[src/rtl/mem_arbiter_pkg.sv]
// mem_arbiter_pkg: shared CPU-side definitions for the SRAM arbiter.
//   - SRAM_ADDR_W : default SRAM address width (CPU addresses are zero-extended)
//   - CPU_DATA_W  : pipeline / SRAM data width
//   - arb_state_e : arbiter sequencer state encoding
//   - req_id_e    : requester identifiers (instruction fetch / MEM stage)
package mem_arbiter_pkg;

    localparam int unsigned SRAM_ADDR_W = 18;
    localparam int unsigned CPU_DATA_W  = 16;

    typedef enum logic [2:0] {
        ST_IDLE     = 3'd0,
        ST_RD       = 3'd1,
        ST_RD_DONE  = 3'd2,
        ST_WR_SETUP = 3'd3,
        ST_WR_PULSE = 3'd4,
        ST_WR_HOLD  = 3'd5
    } arb_state_e;

    typedef enum logic {
        REQ_IF  = 1'b0,
        REQ_MEM = 1'b1
    } req_id_e;

endpackage

[src/rtl/mem_arbiter_if.sv]
// mem_arbiter_if: pipeline-side request/response bundle of the SRAM arbiter.
//   master modport : pipeline (drives fetch and data requests, receives data,
//                    completion pulses and the stall toward the hazard unit)
//   slave modport  : mem_arbiter
interface mem_arbiter_if;
    import mem_arbiter_pkg::*;

    logic                  if_req_i;
    logic [CPU_DATA_W-1:0] if_addr_i;
    logic [CPU_DATA_W-1:0] if_rdata_o;
    logic                  if_ready_o;
    logic                  mem_req_i;
    logic                  mem_we_i;
    logic [CPU_DATA_W-1:0] mem_addr_i;
    logic [CPU_DATA_W-1:0] mem_wdata_i;
    logic [CPU_DATA_W-1:0] mem_rdata_o;
    logic                  mem_ready_o;
    logic                  stall_o;

    modport master (
        output if_req_i, if_addr_i, mem_req_i, mem_we_i, mem_addr_i, mem_wdata_i,
        input  if_rdata_o, if_ready_o, mem_rdata_o, mem_ready_o, stall_o
    );

    modport slave (
        input  if_req_i, if_addr_i, mem_req_i, mem_we_i, mem_addr_i, mem_wdata_i,
        output if_rdata_o, if_ready_o, mem_rdata_o, mem_ready_o, stall_o
    );

endinterface

[src/rtl/mem_arbiter_fetch_buf.sv]
// mem_arbiter_fetch_buf: one-entry fetch buffer (valid, tag, data) with hit compare.
//   CLK, RST        : clock, synchronous active-high reset (clears valid)
//   fill_en_i       : completed SRAM fetch; load tag/data and set valid
//   fill_tag_i/data : fetched address and word
//   inval_en_i      : a store is in its hold phase; clear valid on tag match
//   inval_addr_i    : store address
//   lookup_addr_i   : current fetch address
//   hit_o/hit_data_o: entry valid and tag equals lookup address, plus its data
module mem_arbiter_fetch_buf
    import mem_arbiter_pkg::*;
(
    input  logic                  CLK,
    input  logic                  RST,
    input  logic                  fill_en_i,
    input  logic [CPU_DATA_W-1:0] fill_tag_i,
    input  logic [CPU_DATA_W-1:0] fill_data_i,
    input  logic                  inval_en_i,
    input  logic [CPU_DATA_W-1:0] inval_addr_i,
    input  logic [CPU_DATA_W-1:0] lookup_addr_i,
    output logic                  hit_o,
    output logic [CPU_DATA_W-1:0] hit_data_o
);

    logic                  valid_q, valid_d;
    logic [CPU_DATA_W-1:0] tag_q, tag_d;
    logic [CPU_DATA_W-1:0] data_q, data_d;

    // Entry update: refill wins; a store to the tagged address invalidates.
    always_comb begin
        valid_d = valid_q;
        tag_d   = tag_q;
        data_d  = data_q;
        if (fill_en_i) begin
            valid_d = 1'b1;
            tag_d   = fill_tag_i;
            data_d  = fill_data_i;
        end else if (inval_en_i && (inval_addr_i == tag_q)) begin
            valid_d = 1'b0;
        end else begin
            valid_d = valid_q;
        end
    end

    // Entry registers.
    always_ff @(posedge CLK) begin
        if (RST) begin
            valid_q <= 1'b0;
            tag_q   <= {CPU_DATA_W{1'b0}};
            data_q  <= {CPU_DATA_W{1'b0}};
        end else begin
            valid_q <= valid_d;
            tag_q   <= tag_d;
            data_q  <= data_d;
        end
    end

    assign hit_o      = valid_q && (tag_q == lookup_addr_i);
    assign hit_data_o = data_q;

endmodule

[src/rtl/mem_arbiter.sv]
// mem_arbiter: arbitrates the single-port 16-bit SRAM between instruction fetch
// and the MEM stage (strict MEM priority) and sequences the SRAM protocol.
//   Parameters : ADDR_W (SRAM address width), WE_PULSE (WE_n low cycles, 1..3)
//   CLK, RST   : clock, synchronous active-high reset
//   cpu        : pipeline-side requests/responses and stall_o (mem_arbiter_if.slave)
//   sram_*     : registered address/write data, bus drive enable, read data in,
//                active-low CE/OE/WE strobes
// Build option: define MEM_ARBITER_FETCH_BUF_EN to add a one-entry fetch buffer
// that answers repeated fetches without touching the SRAM.
module mem_arbiter
    import mem_arbiter_pkg::*;
#(
    parameter int unsigned ADDR_W   = SRAM_ADDR_W,
    parameter int unsigned WE_PULSE = 1
) (
    input  logic                  CLK,
    input  logic                  RST,
    mem_arbiter_if.slave          cpu,
    output logic [ADDR_W-1:0]     sram_addr_o,
    output logic [CPU_DATA_W-1:0] sram_wdata_o,
    output logic                  sram_drive_o,
    input  logic [CPU_DATA_W-1:0] sram_rdata_i,
    output logic                  sram_ce_n_o,
    output logic                  sram_oe_n_o,
    output logic                  sram_we_n_o
);

    arb_state_e            state_q, state_d;
    req_id_e               gnt_id_q, gnt_id_d;
    logic [CPU_DATA_W-1:0] addr_q, addr_d;
    logic [1:0]            cnt_q, cnt_d;
    logic                  ce_n_q, ce_n_d, oe_n_q, oe_n_d, we_n_q, we_n_d;
    logic                  drive_q, drive_d;
    logic                  if_ready_q, if_ready_d, mem_ready_q, mem_ready_d;
    logic [CPU_DATA_W-1:0] if_rdata_q, if_rdata_d, mem_rdata_q, mem_rdata_d;
    logic [ADDR_W-1:0]     sram_addr_q, sram_addr_d;
    logic [CPU_DATA_W-1:0] sram_wdata_q, sram_wdata_d;

    logic                  if_pend_s, mem_pend_s, grant_s, buf_take_s;
    logic                  buf_hit_s;
    logic [CPU_DATA_W-1:0] buf_data_s;

    // A request whose ready is pulsing this cycle is finishing, not new.
    assign if_pend_s   = cpu.if_req_i  & ~if_ready_q;
    assign mem_pend_s  = cpu.mem_req_i & ~mem_ready_q;
    assign cpu.stall_o = (cpu.if_req_i & ~if_ready_q) | (cpu.mem_req_i & ~mem_ready_q);

`ifdef MEM_ARBITER_FETCH_BUF_EN
    mem_arbiter_fetch_buf u_fetch_buf (
        .CLK           (CLK),
        .RST           (RST),
        .fill_en_i     ((state_q == ST_RD) && (gnt_id_q == REQ_IF)),
        .fill_tag_i    (addr_q),
        .fill_data_i   (sram_rdata_i),
        .inval_en_i    (state_q == ST_WR_HOLD),
        .inval_addr_i  (addr_q),
        .lookup_addr_i (cpu.if_addr_i),
        .hit_o         (buf_hit_s),
        .hit_data_o    (buf_data_s)
    );
`else
    assign buf_hit_s  = 1'b0;
    assign buf_data_s = {CPU_DATA_W{1'b0}};
`endif

    // Next-state: arbitration in IDLE, then the fixed read/write sequences.
    always_comb begin
        state_d    = state_q;
        gnt_id_d   = gnt_id_q;
        addr_d     = addr_q;
        cnt_d      = cnt_q;
        grant_s    = 1'b0;
        buf_take_s = 1'b0;
        case (state_q)
            ST_IDLE: begin
                if (mem_pend_s) begin
                    grant_s  = 1'b1;
                    gnt_id_d = REQ_MEM;
                    addr_d   = cpu.mem_addr_i;
                    state_d  = cpu.mem_we_i ? ST_WR_SETUP : ST_RD;
                end else if (if_pend_s) begin
                    if (buf_hit_s) begin
                        // Buffered fetch: answer next cycle, SRAM stays idle.
                        buf_take_s = 1'b1;
                        state_d    = ST_IDLE;
                    end else begin
                        grant_s  = 1'b1;
                        gnt_id_d = REQ_IF;
                        addr_d   = cpu.if_addr_i;
                        state_d  = ST_RD;
                    end
                end else begin
                    state_d = ST_IDLE;
                end
            end
            ST_RD:       state_d = ST_RD_DONE;
            ST_RD_DONE:  state_d = ST_IDLE;
            ST_WR_SETUP: begin
                state_d = ST_WR_PULSE;
                cnt_d   = 2'(WE_PULSE - 1);
            end
            ST_WR_PULSE: begin
                if (cnt_q == 2'd0) begin
                    state_d = ST_WR_HOLD;
                end else begin
                    cnt_d = cnt_q - 2'd1;
                end
            end
            ST_WR_HOLD:  state_d = ST_IDLE;
            default:     state_d = ST_IDLE;
        endcase
    end

    // Outputs: every strobe/ready is decoded from the next state and registered.
    always_comb begin
        ce_n_d       = 1'b1;
        oe_n_d       = 1'b1;
        we_n_d       = 1'b1;
        drive_d      = 1'b0;
        if_ready_d   = 1'b0;
        mem_ready_d  = 1'b0;
        if_rdata_d   = if_rdata_q;
        mem_rdata_d  = mem_rdata_q;
        sram_addr_d  = sram_addr_q;
        sram_wdata_d = sram_wdata_q;
        if (grant_s) begin
            sram_addr_d = ADDR_W'(addr_d);
            if (gnt_id_d == REQ_MEM) begin
                sram_wdata_d = cpu.mem_wdata_i;
            end else begin
                sram_wdata_d = sram_wdata_q;
            end
        end else begin
            sram_addr_d = sram_addr_q;
        end
        case (state_d)
            ST_RD: begin
                ce_n_d = 1'b0;
                oe_n_d = 1'b0;
            end
            ST_RD_DONE: begin
                // Capture the bus at the end of RD for the granted requester.
                if (gnt_id_q == REQ_MEM) begin
                    mem_ready_d = 1'b1;
                    mem_rdata_d = sram_rdata_i;
                end else begin
                    if_ready_d = 1'b1;
                    if_rdata_d = sram_rdata_i;
                end
            end
            ST_WR_SETUP: begin
                ce_n_d  = 1'b0;
                drive_d = 1'b1;
            end
            ST_WR_PULSE: begin
                ce_n_d  = 1'b0;
                drive_d = 1'b1;
                we_n_d  = 1'b0;
            end
            ST_WR_HOLD: begin
                ce_n_d      = 1'b0;
                drive_d     = 1'b1;
                mem_ready_d = 1'b1;
            end
            ST_IDLE: begin
                if (buf_take_s) begin
                    if_ready_d = 1'b1;
                    if_rdata_d = buf_data_s;
                end else begin
                    if_ready_d = 1'b0;
                end
            end
            default: begin
                ce_n_d = 1'b1;
            end
        endcase
    end

    // State and output registers.
    always_ff @(posedge CLK) begin
        if (RST) begin
            state_q      <= ST_IDLE;
            gnt_id_q     <= REQ_IF;
            addr_q       <= {CPU_DATA_W{1'b0}};
            cnt_q        <= 2'd0;
            ce_n_q       <= 1'b1;
            oe_n_q       <= 1'b1;
            we_n_q       <= 1'b1;
            drive_q      <= 1'b0;
            if_ready_q   <= 1'b0;
            mem_ready_q  <= 1'b0;
            if_rdata_q   <= {CPU_DATA_W{1'b0}};
            mem_rdata_q  <= {CPU_DATA_W{1'b0}};
            sram_addr_q  <= {ADDR_W{1'b0}};
            sram_wdata_q <= {CPU_DATA_W{1'b0}};
        end else begin
            state_q      <= state_d;
            gnt_id_q     <= gnt_id_d;
            addr_q       <= addr_d;
            cnt_q        <= cnt_d;
            ce_n_q       <= ce_n_d;
            oe_n_q       <= oe_n_d;
            we_n_q       <= we_n_d;
            drive_q      <= drive_d;
            if_ready_q   <= if_ready_d;
            mem_ready_q  <= mem_ready_d;
            if_rdata_q   <= if_rdata_d;
            mem_rdata_q  <= mem_rdata_d;
            sram_addr_q  <= sram_addr_d;
            sram_wdata_q <= sram_wdata_d;
        end
    end

    assign cpu.if_ready_o  = if_ready_q;
    assign cpu.if_rdata_o  = if_rdata_q;
    assign cpu.mem_ready_o = mem_ready_q;
    assign cpu.mem_rdata_o = mem_rdata_q;
    assign sram_addr_o     = sram_addr_q;
    assign sram_wdata_o    = sram_wdata_q;
    assign sram_drive_o    = drive_q;
    assign sram_ce_n_o     = ce_n_q;
    assign sram_oe_n_o     = oe_n_q;
    assign sram_we_n_o     = we_n_q;

endmodule

[src/flat_wrapper.sv]
// flat-port wrapper written by rule: the top's interface ports become plain ports
module mem_arbiter_flat import mem_arbiter_pkg::*;
#(
    parameter int unsigned ADDR_W   = SRAM_ADDR_W,
    parameter int unsigned WE_PULSE = 1
)
  (CLK, RST, sram_addr_o, sram_wdata_o, sram_drive_o, sram_rdata_i, sram_ce_n_o, sram_oe_n_o, sram_we_n_o, cpu_if_req_i, cpu_if_addr_i, cpu_mem_req_i, cpu_mem_we_i, cpu_mem_addr_i, cpu_mem_wdata_i, cpu_if_rdata_o, cpu_if_ready_o, cpu_mem_rdata_o, cpu_mem_ready_o, cpu_stall_o);
  mem_arbiter_if cpu_i ();
  input  logic CLK;
  input  logic RST;
  output logic [ADDR_W-1:0] sram_addr_o;
  output logic [CPU_DATA_W-1:0] sram_wdata_o;
  output logic sram_drive_o;
  input  logic [CPU_DATA_W-1:0] sram_rdata_i;
  output logic sram_ce_n_o;
  output logic sram_oe_n_o;
  output logic sram_we_n_o;
  input wire logic [$bits(cpu_i.if_req_i)-1:0] cpu_if_req_i;
  input wire logic [$bits(cpu_i.if_addr_i)-1:0] cpu_if_addr_i;
  input wire logic [$bits(cpu_i.mem_req_i)-1:0] cpu_mem_req_i;
  input wire logic [$bits(cpu_i.mem_we_i)-1:0] cpu_mem_we_i;
  input wire logic [$bits(cpu_i.mem_addr_i)-1:0] cpu_mem_addr_i;
  input wire logic [$bits(cpu_i.mem_wdata_i)-1:0] cpu_mem_wdata_i;
  output wire logic [$bits(cpu_i.if_rdata_o)-1:0] cpu_if_rdata_o;
  output wire logic [$bits(cpu_i.if_ready_o)-1:0] cpu_if_ready_o;
  output wire logic [$bits(cpu_i.mem_rdata_o)-1:0] cpu_mem_rdata_o;
  output wire logic [$bits(cpu_i.mem_ready_o)-1:0] cpu_mem_ready_o;
  output wire logic [$bits(cpu_i.stall_o)-1:0] cpu_stall_o;
  assign cpu_i.if_req_i = cpu_if_req_i;
  assign cpu_i.if_addr_i = cpu_if_addr_i;
  assign cpu_i.mem_req_i = cpu_mem_req_i;
  assign cpu_i.mem_we_i = cpu_mem_we_i;
  assign cpu_i.mem_addr_i = cpu_mem_addr_i;
  assign cpu_i.mem_wdata_i = cpu_mem_wdata_i;
  assign cpu_if_rdata_o = cpu_i.if_rdata_o;
  assign cpu_if_ready_o = cpu_i.if_ready_o;
  assign cpu_mem_rdata_o = cpu_i.mem_rdata_o;
  assign cpu_mem_ready_o = cpu_i.mem_ready_o;
  assign cpu_stall_o = cpu_i.stall_o;
  mem_arbiter #(.ADDR_W(ADDR_W), .WE_PULSE(WE_PULSE)) u_core (.CLK(CLK), .RST(RST), .cpu(cpu_i), .sram_addr_o(sram_addr_o), .sram_wdata_o(sram_wdata_o), .sram_drive_o(sram_drive_o), .sram_rdata_i(sram_rdata_i), .sram_ce_n_o(sram_ce_n_o), .sram_oe_n_o(sram_oe_n_o), .sram_we_n_o(sram_we_n_o));
endmodule
[config.mk]
export PLATFORM = sky130hd
export DESIGN_NAME = mem_arbiter_flat
export DESIGN_NICKNAME = d
export VERILOG_FILES = /design/src/rtl/mem_arbiter_pkg.sv /design/src/rtl/mem_arbiter_if.sv /design/src/rtl/mem_arbiter_fetch_buf.sv /design/src/rtl/mem_arbiter.sv /design/src/flat_wrapper.sv
export SDC_FILE = /design/constraint.sdc
export NUM_CORES = 1
export LEC_CHECK = 0
export BUFFER_PORTS_ARGS = -buffer_cell sky130_fd_sc_hd__buf_4
export CORE_MARGIN = 3
export CORE_UTILIZATION = 42
export DETAILED_ROUTE_END_ITERATION = 10
export HOLD_SLACK_MARGIN = 0.02
export MAX_ROUTING_LAYER = met4
export PLACE_DENSITY = 0.71
export SYNTH_ARGS = -nofsm -noshare
export SYNTH_HDL_FRONTEND = slang
export SYNTH_SLANG_ARGS = --single-unit
[constraint.sdc]
create_clock -name CLK -period 3.5 [get_ports CLK]
set_input_delay 0.175 -clock CLK [delete_from_list [all_inputs] [get_ports CLK]]
set_output_delay 0.175 -clock CLK [all_outputs]
set_load 0.01 [all_outputs]
==> flow_metrics.tcl <==
set metrics [dict create \
    outcome "finished, final reports clean" \
    via_per_inst 4.820 \
    synth_simple_gate_area_share_pct 23.96 \
    drv_cap 0 \
    ys_seq_area_share_pct 49.21 \
    finalClockSkew_ns 0.006045 \
    fmax_ghz 0.4613 \
    dpl_cell_area_mm2 0.004124 \
    synthTopCellsByArea "dfxtp_1 (49%), nand2_1 (12%), nand2b_1 (7.5%), a21oi_1 (5.5%), mux2i_1 (5.2%)" \
    die_w_um 91.80 \
    core-area_mm2 0.006982 \
    synth-compound-area-share_pct 15.54 \
    first_pass_iters 6 \
    cts_setup_buffers 0 \
    syn2layout_area_growth_pct 42.09 \
    ctsLongestPathBuffers 2 \
    synth_top_area_share_pct 49.21 \
    hp-class "in -> reg" \
    cts_resized 0 \
    arrival_ns 2.43 \
    synth-xor-area-share_pct 0 \
    ys_warn_count 0 \
    nFillCells 674 \
    grt_antenna_before_repair 0 \
    final_area_mm2 0.004393 \
    mostFrequentLayoutCells "buf_4 (143), nand2_1 (100), dfxtp_1 (76), nand2b_1 (37), a21oi_1 (34)" \
    hold_violations 0 \
    dieArea_mm2 0.008426 \
    relSlewSlack_pct 31.86 \
    drive_gt1_share_pct 33.06 \
    die_h_um 91.80 \
    ir_drop_uv 243.6 \
    cts_tree "built" \
    startpoint "u_core.cpu.mem_ready_o" \
    vias 2839 \
    p_leak_nw 2.030 \
    grt_overflow 0 \
    grt_pass1_vias 2591 \
    nets 558 \
    path_class "reg -> reg" \
    ant_nets 0 \
    n_antenna_cell 0 \
    synthFlopType "dfxtp_1" \
    clk_pin_slew_worst_paths_ns 0.07 \
    grt_use_total_pct 18.31 \
    cts_inserted_buffers 9 \
    async_reset_ff_share_pct 0 \
    num_rows 30 \
    hpwl_um 5584 \
    pre_cts_ws_ns 1.307 \
    synth_seq_cells 76 \
    min_period_over_period_pct 61.94 \
    cts_root_buf "clkbuf_8" \
    syn_area_mm2 0.003092 \
    grt_pass1_wl_um 12210 \
    tns_ns 0 \
    initial_utilization_pct 44.28 \
    grt_max_degree 90 \
    wl_um 7775 \
    finalSetupViolations 0 \
    rsz0062_at_grt "no" \
    synthDistinctLibCells 35 \
    worst_pin_slew_ns 1.018 \
    worstHoldStart "cpu_mem_wdata_i[13]" \
    holdBufCountCts 0 \
    synth_edf_count 0 \
    io_pins 142 \
    drt-wirelength-per-cell_um 13.20 \
    cp.required_ns 3.76 \
    ctsHtreeMaxLevel 3 \
    cp_max_fo 33 \
    slew_viol_final 0 \
    p_per_area_mw_per_mm2 511.6 \
    synthAdderAreaFrac_pct 0.4047 \
    drcViolationCount 0 \
    regToRegStartpoint "u_core.cpu.mem_ready_o" \
    fin_crit_ns 2.168 \
    layout_setup_ws_ns 1.332 \
    hold_slack_ns 0.08503 \
    syn-mean-instance-area_um2 8.517 \
    clkLatencyLatePin_ns 0.34 \
    place_congestion 0.7836 \
    synth_top_family_by_area "simple AND/OR/NAND/NOR gates" \
    synthCells 363 \
    drt-initial-drc-count 106 \
    port_buffers 139 \
    final_common_cell "buf_4" \
    muxShareOfSynthArea_pct 5.180 \
    crit_path_end_kind "flop" \
    clock-sinks 76 \
    worstSetupStartpointType "flop" \
    netlist.top_cell.by_area "dfxtp_1" \
]
==> critical path, cell delays in order (launching register included) <==
cell and delay [ns]:
dfxtp_1 0.32, nand2b_1 0.48, a21oi_2 0.27, buf_4 0.33, nand4bb_1 0.18, buf_4 0.28, mux2i_1 0.23
==> sequential cells by signal (all words and copies together), names as in the netlist, 2 cells and up <==
name                    flops
u_core.cnt_q                2
u_core.cpu.if_rdata_o      16
u_core.cpu.mem_rdata_o     16
u_core.sram_addr_o         16
u_core.sram_wdata_o        16
u_core.state_q              3
==> final timing paths <==
kind                                                  end  slack (ns)  depth (start not counted)
worst min register to register   u_core.cpu.if_rdata_o[5]        0.46                          2
worst max-delay path            u_core.cpu.mem_rdata_o[7]        1.33                          6
worst max register to register  u_core.cpu.mem_rdata_o[7]        1.33                          6
worst min-delay path              u_core.sram_wdata_o[13]        0.09                          3
==> per-stage QoR <==
| stage | util [%] | total power, mW | cells |
|---|---|---|---|
| after CTS | 62.92 | 2.271 | 589 |
| after global placement | 59.07 | 1.409 | 573 |
| final | 62.92 | 2.247 | 589 |
| after global routing | 62.92 | 2.355 | 589 |
| after floorplan | - | 1.221 | 364 |
| after detailed placement | 59.07 | 1.416 | 573 |
==> kinds of logic after synthesis <==
kind of cell | Yosys count
muxes | 16
other | 1
and+or+nand+nor | 159
adders and majority gates | 1
buffers and inverters | 32
DFF | 76
AOI/OAI and AO/OA | 78
==> cells in the mapped netlist, types with 2 or more instances <==
library cell,instances
nand2_1,100
nor2_1,9
clkbuf_1,13
inv_1,2
o21ai_0,2
buf_6,2
a31oi_1,16
a21o_1,2
nand2b_1,37
nor3_1,2
o21a_1,16
a21oi_1,34
buf_4,4
nor2b_1,3
dfxtp_1,76
nand3b_1,3
buf_2,9
mux2i_1,16
==> routing by layer <==
layer	global-route usage (%)	up-vias	part of all wire, %	wire length, um
met1	22.83	1279	44	3451
met3	4.676	14	6.8	529
li1	-	1447	-	-
met2	28.55	99	47	3626
met4	7.178	0	2.1	167
met5	-	-	0	0
==> final cells by class <==
cell class / instances / area (um^2) / share of cell area [%]
flip-flops and latches: 76 / 1521 / 34.63
clock buffers: 13 / 178.9 / 4.073
well taps: 96 / 120.1 / 2.734
repair buffers: 143 / 1074 / 24.44
clock inverters: 3 / 90.09 / 2.051
multi-input cells: 256 / 1401 / 31.90
inverters: 2 / 7.507 / 0.1709
==> power breakdown <==
part / total (mW) / switching, mW / internal (mW) / leakage [nW]
Clock: 0.853 / 0.301 / 0.552 / 0.136
Sequential: 0.981 / 0.0451 / 0.936 / 0.622
Combinational: 0.413 / 0.203 / 0.210 / 1.27
Note: power is estimated with default switching activity, not from simulation.
